<file path="src/rtl/uart_tx_serializer.sv">
// 8N1 UART transmitter: one byte per data_valid strobe, LSB first, fixed bit period.
// All outputs are registered; the FSM state is exposed on state_dbg.
module uart_tx_serializer #(
  parameter int CLOCKS_PER_BIT = 217
) (
  input  logic       clock,
  input  logic       reset,
  input  logic       data_valid,
  input  logic [7:0] data_in,
  output logic       transmitting,
  output logic       serial_out,
  output logic       transmission_done,
  output logic [2:0] state_dbg
);

  localparam int CW = (CLOCKS_PER_BIT > 1) ? $clog2(CLOCKS_PER_BIT) : 1;
  localparam logic [CW-1:0] LAST = CW'(CLOCKS_PER_BIT - 1);

  typedef enum logic [2:0] {
    IDLE    = 3'd0,
    START   = 3'd1,
    DATA    = 3'd2,
    STOP    = 3'd3,
    CLEANUP = 3'd4
  } state_t;

  state_t        state, state_n;
  logic [CW-1:0] counter, counter_n;
  logic [2:0]    index, index_n;
  logic [7:0]    shift_reg, shift_n;
  logic          serial_n, tx_n, done_n;

  always_ff @(posedge clock or negedge reset) begin
    if (!reset) begin
      state             <= IDLE;
      counter           <= '0;
      index             <= '0;
      shift_reg         <= '0;
      serial_out        <= 1'b1;
      transmitting      <= 1'b0;
      transmission_done <= 1'b0;
    end else begin
      state             <= state_n;
      counter           <= counter_n;
      index             <= index_n;
      shift_reg         <= shift_n;
      serial_out        <= serial_n;
      transmitting      <= tx_n;
      transmission_done <= done_n;
    end
  end

  always_comb begin
    state_n   = state;
    counter_n = counter;
    index_n   = index;
    shift_n   = shift_reg;
    serial_n  = serial_out;
    tx_n      = transmitting;
    done_n    = transmission_done;
    case (state)
      IDLE: begin
        serial_n = 1'b1;
        tx_n     = 1'b0;
        done_n   = 1'b0;
        if (data_valid) begin
          shift_n   = data_in;
          serial_n  = 1'b0;
          tx_n      = 1'b1;
          counter_n = '0;
          state_n   = START;
        end
      end
      START: begin
        if (counter == LAST) begin
          counter_n = '0;
          index_n   = '0;
          serial_n  = shift_reg[0];
          state_n   = DATA;
        end else begin
          counter_n = counter + CW'(1);
        end
      end
      DATA: begin
        if (counter == LAST) begin
          counter_n = '0;
          if (index == 3'd7) begin
            serial_n = 1'b1;
            state_n  = STOP;
          end else begin
            index_n  = index + 3'd1;
            serial_n = shift_reg[index + 3'd1];
          end
        end else begin
          counter_n = counter + CW'(1);
        end
      end
      STOP: begin
        if (counter == LAST) begin
          counter_n = '0;
          tx_n      = 1'b0;
          done_n    = 1'b1;
          state_n   = CLEANUP;
        end else begin
          counter_n = counter + CW'(1);
        end
      end
      CLEANUP: begin
        // The edge leaving CLEANUP can already accept the next byte,
        // giving 10*CLOCKS_PER_BIT+1 cycles between start bits.
        done_n  = 1'b0;
        state_n = IDLE;
        if (data_valid) begin
          shift_n   = data_in;
          serial_n  = 1'b0;
          tx_n      = 1'b1;
          counter_n = '0;
          state_n   = START;
        end
      end
      default: begin
        state_n  = IDLE;
        serial_n = 1'b1;
        tx_n     = 1'b0;
        done_n   = 1'b0;
      end
    endcase
  end

  assign state_dbg = state;

endmodule

</file>
<file path="config.mk">
export PLATFORM = sky130hd
export DESIGN_NAME = uart_tx_serializer
export DESIGN_NICKNAME = d
export VERILOG_FILES = /design/src/rtl/uart_tx_serializer.sv
export SDC_FILE = /design/constraint.sdc
export NUM_CORES = 1
export LEC_CHECK = 0
export BUFFER_PORTS_ARGS = -buffer_cell sky130_fd_sc_hd__buf_2
export CAP_MARGIN = 20
export CORE_UTILIZATION = 50
export CTS_CLUSTER_SIZE = 20
export DETAILED_ROUTE_END_ITERATION = 10
export GPL_TIMING_DRIVEN = 0
export PLACE_DENSITY_LB_ADDON = 0.2
export SETUP_SLACK_MARGIN = 0.5
export SYNTH_ARGS = -nofsm -noshare
export SYNTH_HDL_FRONTEND = slang
export SYNTH_SLANG_ARGS = --single-unit
</file>
<file path="constraint.sdc">
create_clock -name clock -period 1.9 [get_ports clock]
set_input_delay 0.19 -clock clock [delete_from_list [all_inputs] [get_ports clock]]
set_output_delay 0.19 -clock clock [all_outputs]
set_load 0.05 [all_outputs]
</file>
* Word level (Yosys, flattened, before mapping)
Cells that the tools add are included.
** Cells by class
- Add/subtract/negate cells :: 2
- $mul :: 0
- Divide/modulo/power cells :: 0
- Magnitude comparators :: 1
- Equal/unequal tests :: 14
- Shifts and indexed selects :: 0
- Muxes and demuxes :: 28
- Bitwise gates (word level) :: 2
- Reduce and logical (&&, ||, !) cells :: 13
** Operators by type and width (number)
- 3-bit two-way mux :: 8
- 8-bit two-way mux :: 2
- 8-bit case mux with 2 select lines :: 1
- 3-bit case mux with 5 select lines :: 1
- 2-bit != test (second input constant) :: 7
- 1-bit two-way mux :: 11
- 8-bit by 1-bit adder with 8-bit output (second input constant) :: 1
- 8-bit equality test (second input constant) :: 1
- 4-bit AND reduction :: 2
- 3-bit by 2-bit equality test with 1-bit output (second input constant) :: 2
- 3-bit equality test (second input constant) :: 2
- 3-bit case mux with 2 select lines :: 1
- 2-bit AND reduction :: 3
- 1-bit case mux with 5 select lines :: 1
- 5-bit AND reduction :: 1
- 3-bit by 4-bit less-than comparator with 1-bit output (second input constant) :: 1
- 1-bit case mux with 4 select lines :: 1
- 2-bit nonzero test :: 2
- 2-bit OR reduction :: 2
- 3-bit by 1-bit adder with 3-bit output (second input constant) :: 1
- 1-bit binary-select mux with 3-bit select :: 1
- 3-bit by 1-bit equality test with 1-bit output (second input constant) :: 1
- 3-bit logical NOT :: 1
- 3-bit AND reduction :: 1
- 4 further kinds :: 5
** Word-level totals
- Bits in registers :: 25
- Bits in latches :: 0
- RAM bits :: 0
- Memory bits (read-only) :: 0
- Input bits :: 11
- Output and inout bits :: 6
- Word-level logic and storage cells :: 67
- Memories :: 0

* Depth between registers and ports, before layout
- Depth after elaboration :: 6
- Depth in mapped cells :: 7
- Gate-level depth less buffers :: 6

* Worst setup path before layout
Ideal clock, no wire load.
- Path kind :: reg-to-reg
- From :: reg index[0]
- To :: reg serial_out
- Arrival time :: 1.805 ns
- Required time :: 1.825 ns
- Path slack :: 0.019 ns
- Stages on the path, launching flop included :: 7
- Period minus slack after synthesis :: 1.881 ns
- Cell sequence :: dfrtp_1 ha_1 ha_1 mux2i_1 and3_2 or4_1 a2bb2oi_1
** Between the ends
- Word-level cells in the longest chain between the ends :: 6
- Elaborated cells between the ends (all ways) :: 7
** Ends and longest elaborated chain
- from (decl) :: line 29 : logic [2:0] index, index_n;
- from (signal assigned) :: line 45 : index <= index_n;
- 3-bit by 1-bit adder with 3-bit output :: line 92 : serial_n = shift_reg[index + 3'd1];
- 1-bit binary-select mux with 3-bit select :: line 92
- 1-bit two-way mux (implied by the code) :: line 92
- 1-bit two-way mux (*) :: line 87 : if (index == 3'd7) begin
- 1-bit two-way mux (*) :: line 85 : if (counter == LAST) begin
- 1-bit case mux with 5 select lines (*) :: line 61 : case (state)
- to (signal assigned) :: line 47 : serial_out <= serial_n;
- to (decl) :: line 11 : output logic serial_out,
Every way passes the cells marked *; elsewhere a longest branch is shown, timed or not. The select of a mux whose other input is x is not followed.
A chain may end at the register's enable or synchronous reset.

* Final worst setup path
- From :: reg index[1]
- To :: reg serial_out
Same word-level chain as after synthesis.

==> impl_summary.md <==
Power
Cell internal power was estimated by the tool at 651 µW. In this run the power spent charging and discharging nets is 196 µW. The worst-case vdd ir drop is 0.554 mV. Summed over all cells, the static leakage comes to 0.946 nW. In this run the power density over the cells is 426 mW/mm². Combinational logic burns 5.7% of the power.

Sequential cells account for 64.7% of the total power. The share of total power dissipated in the clock network is 29.6%. In this run switching power makes up 23.2% of total power.

Global routing
For this run the aggregate overflow at the end of global routing stands at 0. The initial antenna violation count came to 0. The global-route usage over all layers is 24.4%.

The number of global-route vias before repair is 1,045. The first global-routing pass estimated 4840 µm of wire. Entering global routing, the biggest net connects 26 pins.

Detailed routing
For this block, the via count after detailed routing is 1,145. In the final routed layout, each cell accounts on average for 17.7 µm. In the routed design, unresolved DRC markers number 0. The iteration-0 DRC count of the detailed router is 15.

The wire length reported by the detailed router is 3520 µm. The iteration count of the initial detailed-routing pass is 4. The average via count per standard cell is 5.75. In this run the remaining antenna-violating nets after routing total 0.

Min path
The startpoint of the worst hold path is data_in[4]. The worst min-delay path class is input pin to register. The number of instances on the worst hold path is 2.

Worst setup path
The depth of the worst register-to-register path is 6. The worst register-to-register path ends at serial_out. The largest single stage delay on the critical path is 480 ps. The critical path endpoint is serial_out. The slowest stage of the critical path is the or4_4 cell. The data required time of the critical path is 2180 ps. The worst setup path is of the register to register kind. The worst register-to-register path begins at index[1].

Traced cell by cell, the critical path runs through ha_2 > ha_4 > mux2i_1 > and3_4 > or4_4 > a2bb2oi_2. The highest net fanout along the worst path is 4. The reg-to-reg setup timing slack is 70 ps.

STA classifies the critical path endpoint as a register. The start point of the critical path is index[1]. Data on the critical path arrives at its endpoint at 2120 ps.

The sort of element at the start of the critical path is a register.

Synth
The most common flop cell mapped by yosys is dfrtp_1. The number of register bits inferred by synthesis is 25. After Yosys synthesis, XOR and XNOR cells account for 1.91% of the synthesized area. The post-synthesis instance area is 0.00138 mm². The synthesized netlist devotes 12.9% of its cell area to compound gates.

The net count of the mapped netlist is 137. Summing the sequential cell areas from Yosys gives 45.5% of the chip area. The main combinational cell family by area after synthesis is simple AND/OR/NAND/NOR gates. After synthesis, the share of cell area in mux cells is 14.5%.

Counting flops with a built-in enable in the synthesized netlist gives 0. The mean cell area of the mapped netlist is 11.3 µm². After technology mapping, the gate count stands at 122. The number of distinct standard cells referenced by the synthesized netlist is 40. Yosys attributes the largest share of cell area to dfrtp_1, mux2_2, ha_1. The adder-cell share of the synthesized area is 3.64%. The share of synthesized cell area in and, or, nand and nor gates is 17.0%. The top-area cell type share of the netlist area is 43.6%. Counting flops with an async set or reset pin after synthesis yields a share of 100%. The synthesized design spends more area on one cell type than any other, namely dfrtp_1.

For this run, the number of Yosys warnings is 0.

Job
The number of max-capacitance violations reported is 0.

Timing
The worst path uses 96.6% of the clock period. Headroom to the max-slew limit came out at 62.2%. The number of slew-limit violations in the final report is 0.

The slew at the pin closest to its max-slew limit is 568 ps. Subtracting the final worst setup slack from the clock period gives 1830 ps. The number of failing setup endpoints in the final timing report is 0. Setup repair after global routing could not meet its margin everywhere. Static timing analysis puts the maximum clock frequency at 545 MHz.

The worst clock skew on the final layout is 11.9 ps. The count of endpoints failing hold in the final timing report is 0. The aggregate negative setup slack is 0 ps.

Clocking
The longest clock path from root to sink contains 2 buffers. Buffers inserted during clock tree synthesis total 3. CTS placed an instance of clkbuf_4 at the clock tree root. The clock transition at the registers of the reported paths is 150 ps.

The depth of the CTS H-tree is 1. TritonCTS built the clock tree. The clock drives 25 sinks.

The source-to-sink clock delay at the later pin of the worst-skew pair is 330 ps.

Placement
Once detailed placement completed, the half-perimeter wirelength came to 1800 µm. The placement-stage cell area is 0.00155 mm². Routability-driven placement finished with a final weighted congestion of 0.711. The count of input and output buffers is 16. The number of placed instances, taps included is 168.

Floorplan
For this design the top-level I/O count stands at 17. The effective utilization at floorplan is 54.1%. In this run the core area contains 18 standard-cell rows.

The die width is 54.5 µm. From bottom edge to top edge, the die measures 54.5 µm. The region available for standard cell placement spans 0.00254 mm². The floorplan step defined a die boundary enclosing 0.00297 mm².

Layout
In the layout the commonest cells are dfrtp_1, buf_2, buf_6. 0 antenna diodes ended up in the layout. The sequential cells in the finished layout cover a total of 631 µm². The final cell count without fillers is 199. The most common library cell in the layout ignoring fill and taps is dfrtp_1. The area of the multi-input gates is 875 µm².

The area added between synthesis and finish is 44.4%. Cells with a size suffix above 1 make up 59.8% of the layout. The layout filler cell count is 158.

The post-route cell area is 0.00199 mm². After the last flow step, the layout net total stands at 185.

Status
The run finished with clean final reports.
## metrics by stage
| stage | utilization, % | hold slack [ps] | worst slack [ps] | total power [mW] |
|---|---|---|---|---|
| 6_report | 78.1 | 83.0 | 65.2 | 0.847 |
| 5_1_grt | 78.1 | 63.2 | 13.0 | 0.879 |
| 4_1_cts | 73.3 | 89.1 | 65.5 | 0.840 |
| 3_5_place_dp | 61.0 | 210 | 45.5 | 0.598 |
| 3_3_place_gp | 61.0 | 206 | 46.9 | 0.596 |
| 2_1_floorplan | - | -106 | 139 | 0.573 |
## worst min-delay path by stage
stage / slack (ps) / to
floorplan: -110 / counter[0]
global placement: 210 / transmitting
detailed placement: 210 / transmitting
CTS: 90 / shift_reg[4]
global route: 60 / shift_reg[0]
finish: 80 / shift_reg[4]
## power by group through the flow
stage	Combinational (mW)	Clock (mW)	Sequential [mW]
after detailed placement	0.0406	0	0.558
after global routing	0.0536	0.275	0.550
after floorplan	0.0133	0	0.560
final	0.0483	0.250	0.548
after CTS	0.0441	0.248	0.548
after global placement	0.0392	0	0.557
## worst max-delay path, delay by kind of cell, from the launching register on
family          cells  cell delay [ps]
simple gates        2              660
compound gates      1              130
fa+ha+maj           2              490
flops               1              410
mux                 1               90
## kinds of logic (layout without fill, tap and decap cells)
kind of cell,Yosys count,in the layout
buffers and inverters,11,58
XOR/XNOR,3,3
AO/OA/AOI/OAI,24,24
adder cells (fa/ha/maj),4,4
flip-flops,25,25
AND/OR/NAND/NOR,38,38
multiplexers,17,17
## cell usage after synthesis, drive strengths merged, types with 2 or more instances
cell    instances
a211oi          3
a21oi           6
a22o            5
and3            4
buf             4
clkbuf          2
dfrtp          24
ha              4
inv             5
mux2           11
mux2i           5
nand2           7
nand3           6
nor2            5
nor2b           2
nor3            2
nor3b           3
o21ai           5
or3b            2
xnor2           3
## what timing repair did
| action | in CTS | in global routing |
|---|---|---|
| hold buffers | 1 | 0 |
| cloned | 1 | 0 |
| endpoints found under the setup margin | 24 | 25 |
| resized for setup | 25 | 26 |
| endpoints found under the hold margin | 24 | 0 |
| buffers inserted | 22 | 3 |
| pin swaps | 4 | 8 |
## routing by layer
| layer | share of wire, % | vias to the layer above | track usage (%) |
|---|---|---|---|
| li1 | - | 535 | - |
| met4 | 1.4 | 0 | 9.40 |
| met1 | 44 | 582 | 30.0 |
| met3 | 3.2 | 4 | 6.39 |
| met2 | 52 | 24 | 40.4 |
| met5 | 0 | - | 0 |
## area by class of cell
class,count,area share [%]
Buffer,6,2.83
Clock buffer,4,1.32
Inverter,5,0.945
Multi-Input combinational cell,86,44.0
Sequential cell,25,31.7
Tap cell,30,1.89
Timing Repair Buffer,43,17.3
Note: power is estimated with default switching activity, not from simulation.
